[src/rtl/keypad_pkg.sv]
// Shared types and constants for the 4x4 keypad entry block: key codes, scan-result
// encoding, debounce states and the row/column keymap.
package keypad_pkg;

  localparam logic [3:0] KEY_STAR = 4'hE;
  localparam logic [3:0] KEY_HASH = 4'hF;

  // Scan result: bit 4 = exactly one key seen, bits 3:0 = its code.
  localparam logic [4:0] KEY_NONE = 5'b0_0000;

  typedef enum logic [1:0] {StIdle, StCand, StPressed, StRelease} db_state_e;

  function automatic logic [3:0] keymap(input logic [1:0] row, input logic [1:0] col);
    logic [3:0] code;
    case ({row, col})
      4'd0:    code = 4'h1;
      4'd1:    code = 4'h2;
      4'd2:    code = 4'h3;
      4'd3:    code = 4'hA;
      4'd4:    code = 4'h4;
      4'd5:    code = 4'h5;
      4'd6:    code = 4'h6;
      4'd7:    code = 4'hB;
      4'd8:    code = 4'h7;
      4'd9:    code = 4'h8;
      4'd10:   code = 4'h9;
      4'd11:   code = 4'hC;
      4'd12:   code = KEY_STAR;
      4'd13:   code = 4'h0;
      4'd14:   code = KEY_HASH;
      default: code = 4'hD;
    endcase
    return code;
  endfunction

endpackage

[src/rtl/keypad_debounce.sv]
// Debounce FSM: a key must appear in DEBOUNCE_SCANS consecutive scan results to be accepted,
// and the pad must read empty for as many scans before another key can be accepted.
module keypad_debounce
  import keypad_pkg::*;
#(
  parameter int unsigned DEBOUNCE_SCANS = 4
) (
  input  logic       clk,
  input  logic       reset,
  input  logic       scan_end,
  input  logic [4:0] result,
  output logic       accept,
  output logic [3:0] code
);

  localparam int unsigned CntW = $clog2(DEBOUNCE_SCANS + 1);
  localparam logic [CntW-1:0] CntDone = CntW'(DEBOUNCE_SCANS);
  localparam logic [CntW-1:0] CntOne = CntW'(1);

  db_state_e       state_q, state_d;
  logic [CntW-1:0] cnt_q, cnt_d;
  logic [3:0]      cand_q, cand_d;
  logic            accept_q, accept_d;

  always_comb begin
    state_d  = state_q;
    cnt_d    = cnt_q;
    cand_d   = cand_q;
    accept_d = 1'b0;
    if (scan_end) begin
      unique case (state_q)
        StIdle: begin
          if (result[4]) begin
            state_d = StCand;
            cand_d  = result[3:0];
            cnt_d   = CntOne;
          end
        end
        StCand: begin
          if (result == {1'b1, cand_q}) begin
            if (cnt_q + CntOne == CntDone) begin
              state_d  = StPressed;
              accept_d = 1'b1;
            end else begin
              cnt_d = cnt_q + CntOne;
            end
          end else begin
            state_d = StIdle;
          end
        end
        StPressed: begin
          if (!result[4]) begin
            state_d = StRelease;
            cnt_d   = CntOne;
          end
        end
        StRelease: begin
          if (!result[4]) begin
            if (cnt_q + CntOne == CntDone) state_d = StIdle;
            else cnt_d = cnt_q + CntOne;
          end else begin
            state_d = StPressed;
          end
        end
        default: state_d = StIdle;
      endcase
    end
  end

  always_ff @(posedge clk or posedge reset) begin
    if (reset) begin
      state_q  <= StIdle;
      cnt_q    <= '0;
      cand_q   <= '0;
      accept_q <= 1'b0;
    end else begin
      state_q  <= state_d;
      cnt_q    <= cnt_d;
      cand_q   <= cand_d;
      accept_q <= accept_d;
    end
  end

  assign accept = accept_q;
  assign code   = cand_q;

endmodule

[src/rtl/keypad_entry.sv]
// 4x4 keypad front end: column scan, row sync, per-scan ghost-rejecting collector, debounce,
// and a decimal entry accumulator with commit ('#') and clear ('*').
module keypad_entry
  import keypad_pkg::*;
#(
  parameter int unsigned SCAN_BITS      = 18,
  parameter int unsigned DEBOUNCE_SCANS = 4,
  parameter int unsigned MAX_DIGITS     = 5
) (
  input  logic        clk,
  input  logic        reset,
  input  logic [3:0]  kp_row,
  output logic [3:0]  kp_col,
  output logic [3:0]  key_code,
  output logic        key_pulse,
  output logic [15:0] entry_value,
  output logic [15:0] value_out,
  output logic        value_valid,
  output logic        overflow
);

  localparam int unsigned DigW = $clog2(MAX_DIGITS + 1);

  logic [SCAN_BITS-1:0] dwell_q, dwell_d;
  logic [1:0]           col_q, col_d;
  logic [3:0]           kp_col_q, kp_col_d;
  logic [3:0]           row_s1_q, row_s2_q;
  logic [1:0]           hits_q, hits_d, hits_c;
  logic [3:0]           hit_code_q, hit_code_d, code_c;
  logic [4:0]           result_q, result_d;
  logic                 scan_end_q, scan_end_d;

  logic                 acc_accept;
  logic [3:0]           acc_code;

  logic                 key_pulse_q, key_pulse_d;
  logic [3:0]           key_code_q, key_code_d;
  logic [15:0]          entry_q, entry_d;
  logic [DigW-1:0]      digits_q, digits_d;
  logic [15:0]          value_q, value_d;
  logic                 value_valid_q, value_valid_d;
  logic                 overflow_q, overflow_d;
  logic [19:0]          sum;

  // Scanner and collector; rows are read on the last dwell cycle so the 2-FF sync has settled.
  always_comb begin
    dwell_d    = dwell_q + 1'b1;
    col_d      = col_q;
    kp_col_d   = kp_col_q;
    hits_d     = hits_q;
    hit_code_d = hit_code_q;
    result_d   = result_q;
    scan_end_d = 1'b0;
    hits_c     = hits_q;
    code_c     = hit_code_q;
    if (&dwell_q) begin
      col_d    = col_q + 2'd1;
      kp_col_d = ~(4'b0001 << col_d);
      for (int r = 0; r < 4; r++) begin
        if (!row_s2_q[r]) begin
          if (hits_c != 2'd2) hits_c = hits_c + 2'd1;
          code_c = keymap(2'(r), col_q);
        end
      end
      if (col_q == 2'd3) begin
        result_d   = (hits_c == 2'd1) ? {1'b1, code_c} : KEY_NONE;
        scan_end_d = 1'b1;
        hits_d     = '0;
        hit_code_d = '0;
      end else begin
        hits_d     = hits_c;
        hit_code_d = code_c;
      end
    end
  end

  keypad_debounce #(
    .DEBOUNCE_SCANS(DEBOUNCE_SCANS)
  ) u_debounce (
    .clk      (clk),
    .reset    (reset),
    .scan_end (scan_end_q),
    .result   (result_q),
    .accept   (acc_accept),
    .code     (acc_code)
  );

  always_comb begin
    key_pulse_d   = acc_accept;
    key_code_d    = acc_accept ? acc_code : key_code_q;
    entry_d       = entry_q;
    digits_d      = digits_q;
    value_d       = value_q;
    value_valid_d = 1'b0;
    overflow_d    = overflow_q;
    sum = ({4'b0, entry_q} << 3) + ({4'b0, entry_q} << 1) + {16'b0, acc_code};
    if (acc_accept) begin
      if (acc_code <= 4'd9) begin
        if (digits_q < DigW'(MAX_DIGITS)) begin
          digits_d = digits_q + 1'b1;
          if (sum > 20'd65535) begin
            entry_d    = 16'hFFFF;
            overflow_d = 1'b1;
          end else begin
            entry_d = sum[15:0];
          end
        end
      end else if (acc_code == KEY_HASH) begin
        overflow_d = 1'b0;
        if (digits_q != '0) begin
          value_d       = entry_q;
          value_valid_d = 1'b1;
          entry_d       = '0;
          digits_d      = '0;
        end
      end else if (acc_code == KEY_STAR) begin
        entry_d    = '0;
        digits_d   = '0;
        overflow_d = 1'b0;
      end
    end
  end

  always_ff @(posedge clk or posedge reset) begin
    if (reset) begin
      dwell_q       <= '0;
      col_q         <= '0;
      kp_col_q      <= 4'b1110;
      row_s1_q      <= 4'hF;
      row_s2_q      <= 4'hF;
      hits_q        <= '0;
      hit_code_q    <= '0;
      result_q      <= KEY_NONE;
      scan_end_q    <= 1'b0;
      key_pulse_q   <= 1'b0;
      key_code_q    <= '0;
      entry_q       <= '0;
      digits_q      <= '0;
      value_q       <= '0;
      value_valid_q <= 1'b0;
      overflow_q    <= 1'b0;
    end else begin
      dwell_q       <= dwell_d;
      col_q         <= col_d;
      kp_col_q      <= kp_col_d;
      row_s1_q      <= kp_row;
      row_s2_q      <= row_s1_q;
      hits_q        <= hits_d;
      hit_code_q    <= hit_code_d;
      result_q      <= result_d;
      scan_end_q    <= scan_end_d;
      key_pulse_q   <= key_pulse_d;
      key_code_q    <= key_code_d;
      entry_q       <= entry_d;
      digits_q      <= digits_d;
      value_q       <= value_d;
      value_valid_q <= value_valid_d;
      overflow_q    <= overflow_d;
    end
  end

  assign kp_col      = kp_col_q;
  assign key_code    = key_code_q;
  assign key_pulse   = key_pulse_q;
  assign entry_value = entry_q;
  assign value_out   = value_q;
  assign value_valid = value_valid_q;
  assign overflow    = overflow_q;

endmodule

[config.mk]
export PLATFORM = sky130hd
export DESIGN_NAME = keypad_entry
export DESIGN_NICKNAME = d
export VERILOG_FILES = /design/src/rtl/keypad_pkg.sv /design/src/rtl/keypad_debounce.sv /design/src/rtl/keypad_entry.sv
export SDC_FILE = /design/constraint.sdc
export NUM_CORES = 1
export LEC_CHECK = 0
export ABC_AREA = 1
export CAP_MARGIN = 20
export CORE_ASPECT_RATIO = 1.2
export CORE_MARGIN = 2
export CORE_UTILIZATION = 40
export DETAILED_ROUTE_END_ITERATION = 7
export PLACE_DENSITY = 0.59
export SLEW_MARGIN = 10
export SYNTH_ARGS = -nofsm -noshare
export SYNTH_HDL_FRONTEND = slang
export SYNTH_HIERARCHICAL = 1
export SYNTH_SLANG_ARGS = --single-unit
[constraint.sdc]
create_clock -name clk -period 2.3 [get_ports clk]
set_input_delay 0.23 -clock clk [delete_from_list [all_inputs] [get_ports clk]]
set_output_delay 0.23 -clock clk [all_outputs]
set_load 0.05 [all_outputs]
==> impl_metrics.env <==
export IMPL_start_util_pct=41.0
export IMPL_critical_path_class="register to register"
export IMPL_wl_met2_mm=6.92
export IMPL_cp_end_kind="register"
export IMPL_clock_skew_ns=0.00574
export IMPL_cp_num_buf_inv=0
export IMPL_switchingPower_uw=734
export IMPL_syn2layout_area_growth_pct=28.2
export IMPL_arrival_ns=2.83
export IMPL_die_h_um=134
export IMPL_cts_sinks=96
export IMPL_ir_worst_vdd_uv=432
export IMPL_clk_pin_slew_ns=0.07
export IMPL_multi_input_area_um2=3070
export IMPL_powerDensity_nw_per_um2=458
export IMPL_clk_latency_ns=0.35
export IMPL_finalWeightedCongestion=0.872
export IMPL_syn_cell_area_um2=5660
export IMPL_async_flop_share_pct=100
export IMPL_slowest_delay_ns=0.52
export IMPL_fmax_mhz=386
export IMPL_antenna_found_initial=0
export IMPL_fin_setup_tns_ns=-4.73
export IMPL_p_int_mw=2.59
export IMPL_drt_iter0_markers=222
export IMPL_drv_cap=0
export IMPL_drtAntennaViolNets=0
export IMPL_dpl_hpwl_mm=9.36
export IMPL_p_leak_nw=3.80
export IMPL_crit_top_cell="nand2_2"
export IMPL_final_cell_mix="nand2_1 (220), dfrtp_1 (79), inv_1 (63)"
export IMPL_root_buffer="clkbuf_16"
export IMPL_ys_ff_latch=96
export IMPL_num_vias=4725
export IMPL_htree_levels=3
export IMPL_yosysWarnings=6
export IMPL_fin_ws_ns=-0.289
export IMPL_required_ns=2.54
export IMPL_rsz0062_at_grt="true"
export IMPL_ios=49
export IMPL_switching_share_pct=22.1
export IMPL_regArea_um2=2420
export IMPL_grt_pass1_wl_mm=22.3
export IMPL_synth_cell_types=47
export IMPL_fill_cells=1299
export IMPL_first_global_vias=4814
export IMPL_synth_ff_type="dfrtp_1"
export IMPL_totalWireLength_mm=12.9
export IMPL_vias_per_cell=4.91
export IMPL_violations="setup timing"
export IMPL_worstPathMaxFanout=7
export IMPL_routed_top_layer="met4"
export IMPL_slew_violations=0
export IMPL_drc_errors=0
export IMPL_core_area_um2=13800
export IMPL_synth_top_area_share_pct=37.6
export IMPL_synth_edf_count=0
export IMPL_seqPwrFrac_pct=51.4
export IMPL_netlist_instances=675
export IMPL_die_area_um2=15100
export IMPL_grt_usage_pct=18.3
export IMPL_cp_cell_sequence="fa_2 -> fa_2 -> nand2_2 -> nand2_4 -> nand3_2 -> nand2_2 -> nand2_2 -> nand2_1 -> nand2_1 -> nand2_2 -> nor2_4 -> nand2_4 -> o21ai_2 -> nand2_1"
export IMPL_wl_met1_mm=5.30
export IMPL_min_path_type="input port to asynchronous set/reset pin"
export IMPL_p_comb_share_pct=3.7
export IMPL_tritoncts="yes"
export IMPL_fin_area_um2=7260
export IMPL_std_cell_rows=47
export IMPL_drive_gt1_share_pct=23.2
export IMPL_die_w_um=113
export IMPL_start_kind="register"
export IMPL_avgSynthCellArea_um2=8.39
export IMPL_cp_slowest_cell="fa_2"
export IMPL_critPathTopFamily="simple AND/OR/NAND/NOR gates"
export IMPL_routedWlPerCell_um=13.4
export IMPL_status="complete, but fails checks"
export IMPL_port_buffers=48
export IMPL_worst_pin_slew_ns=0.597
export IMPL_fin_crit_ns=2.59
export IMPL_clockBufferDepth=2
export IMPL_max_slew_margin_pct=60.2
export IMPL_cts_hold_buffers=0
export IMPL_final_hold_violation_count=0
export IMPL_route_met3_wl_um=308
export IMPL_syn_nets=731
export IMPL_seq_area_frac_synth_pct=42.7
export IMPL_diodes=0
export IMPL_setup_viol=23
export IMPL_grt_overflow=0
export IMPL_synth_top_area_cell="dfrtp_1"
export IMPL_clockPowerShare_pct=44.9
export IMPL_first_pass_iters=4
export IMPL_final_period_utilization_pct=113
export IMPL_cts_inserted_buffers=9
export IMPL_nets=843
export IMPL_grt_max_degree=87
export IMPL_post_dp_cell_area_um2=6740
export IMPL_layout_commonest_cell="nand2_1"
export IMPL_synth_area_leaders="dfrtp_1 (38%), nand2_1 (15%), ha_1 (11%)"
[path summary, 6_finish.rpt]
check                                from                 end  slack [ns]  cells after the start
max                        entry_value[0]     entry_value[14]       -0.29                     14
min                                 reset  u_debounce/code[0]        0.26                      2
max reg2reg                entry_value[0]     entry_value[14]       -0.29                     14
min reg2reg                   row_s1_q[0]         row_s2_q[0]        0.36                      0
max in group asynchronous           reset      entry_value[0]        1.51                      3
min in group clk                kp_row[1]         row_s1_q[1]        0.29                      1
[final cells by class]
class | count | share of cell area, %
flip-flops and latches | 96 | 33.4
clock buffers | 11 | 3.21
clock inverters | 5 | 0.776
multi-input cells | 494 | 42.3
well taps | 171 | 2.95
repair buffers | 112 | 13.5
inverters | 74 | 3.90
[per-layer routing]
| layer | vias up | track usage, % |
|---|---|---|
| met5 | - | 0 |
| li1 | 2393 | - |
| met4 | 0 | 8.27 |
| met1 | 2230 | 20.9 |
| met3 | 29 | 2.53 |
| met2 | 73 | 33.6 |
[registers in the layout, summed over array words and instances, names as in the netlist, 4 cells and up]
name	cells
dwell_q	18
entry_value	16
value_out	16
result_q	5
hit_code_q	4
key_code	4
kp_col	4
row_s1_q	4
row_s2_q	4
u_debounce/code	4
[power by group through the flow]
stage	clock, mW	combinational, mW	sequential (mW)
after floorplan	0	0.0697	1.74
final	1.49	0.122	1.71
after CTS	1.55	0.119	1.71
after detailed placement	0	0.108	1.74
after global placement	0	0.104	1.74
after global routing	1.62	0.139	1.71
[synthesized netlist by cell type (2+ instances only)]
cell type / n
o31ai_1: 5
nand3_1: 29
dfstp_2: 11
clkbuf_1: 3
inv_1: 67
ha_1: 48
inv_2: 6
o21ai_1: 11
o211ai_1: 2
a21oi_1: 26
xor2_1: 16
nand2_1: 227
buf_4: 2
mux2_2: 3
nor2_1: 30
buf_6: 4
o21ai_2: 12
nand2_2: 13
o21ai_0: 26
buf_2: 3
nor3_1: 6
xnor2_1: 11
dfrtp_1: 85
fa_1: 2
nand3_2: 2
nor2_4: 4
[metrics by stage]
step / worst slack, ns / util, % / power, mW / cells / hold slack (ns)
6_report: -0.289 / 52.5 / 3.33 / 963 / 0.263
5_1_grt: -0.430 / 52.5 / 3.47 / 963 / 0.280
4_1_cts: -0.267 / 51.8 / 3.38 / 961 / 0.270
3_5_place_dp: -0.282 / 48.7 / 1.85 / 940 / 0.347
3_3_place_gp: -0.226 / 48.7 / 1.84 / 940 / 0.346
2_1_floorplan: -0.258 / - / 1.81 / 675 / 0.0702
[timing repair]
action	4_1_cts	5_1_grt
cloned	1	0
setup buffers	4	3
resized for setup	24	21
pin swaps	13	16
endpoints found under the setup margin	24	24
[kinds of logic after synthesis]
| logic type | Yosys count | synth area share [%] |
|---|---|---|
| multiplexers | 3 | 0.596 |
| AO/OA/AOI/OAI | 89 | 9.48 |
| adder cells (fa/ha/maj) | 50 | 11.3 |
| XOR/XNOR | 27 | 4.17 |
| flip-flops | 96 | 42.7 |
| AND/OR/NAND/NOR | 324 | 25.3 |
| buffers and inverters | 86 | 6.45 |
(Power assumes the default switching activity.)
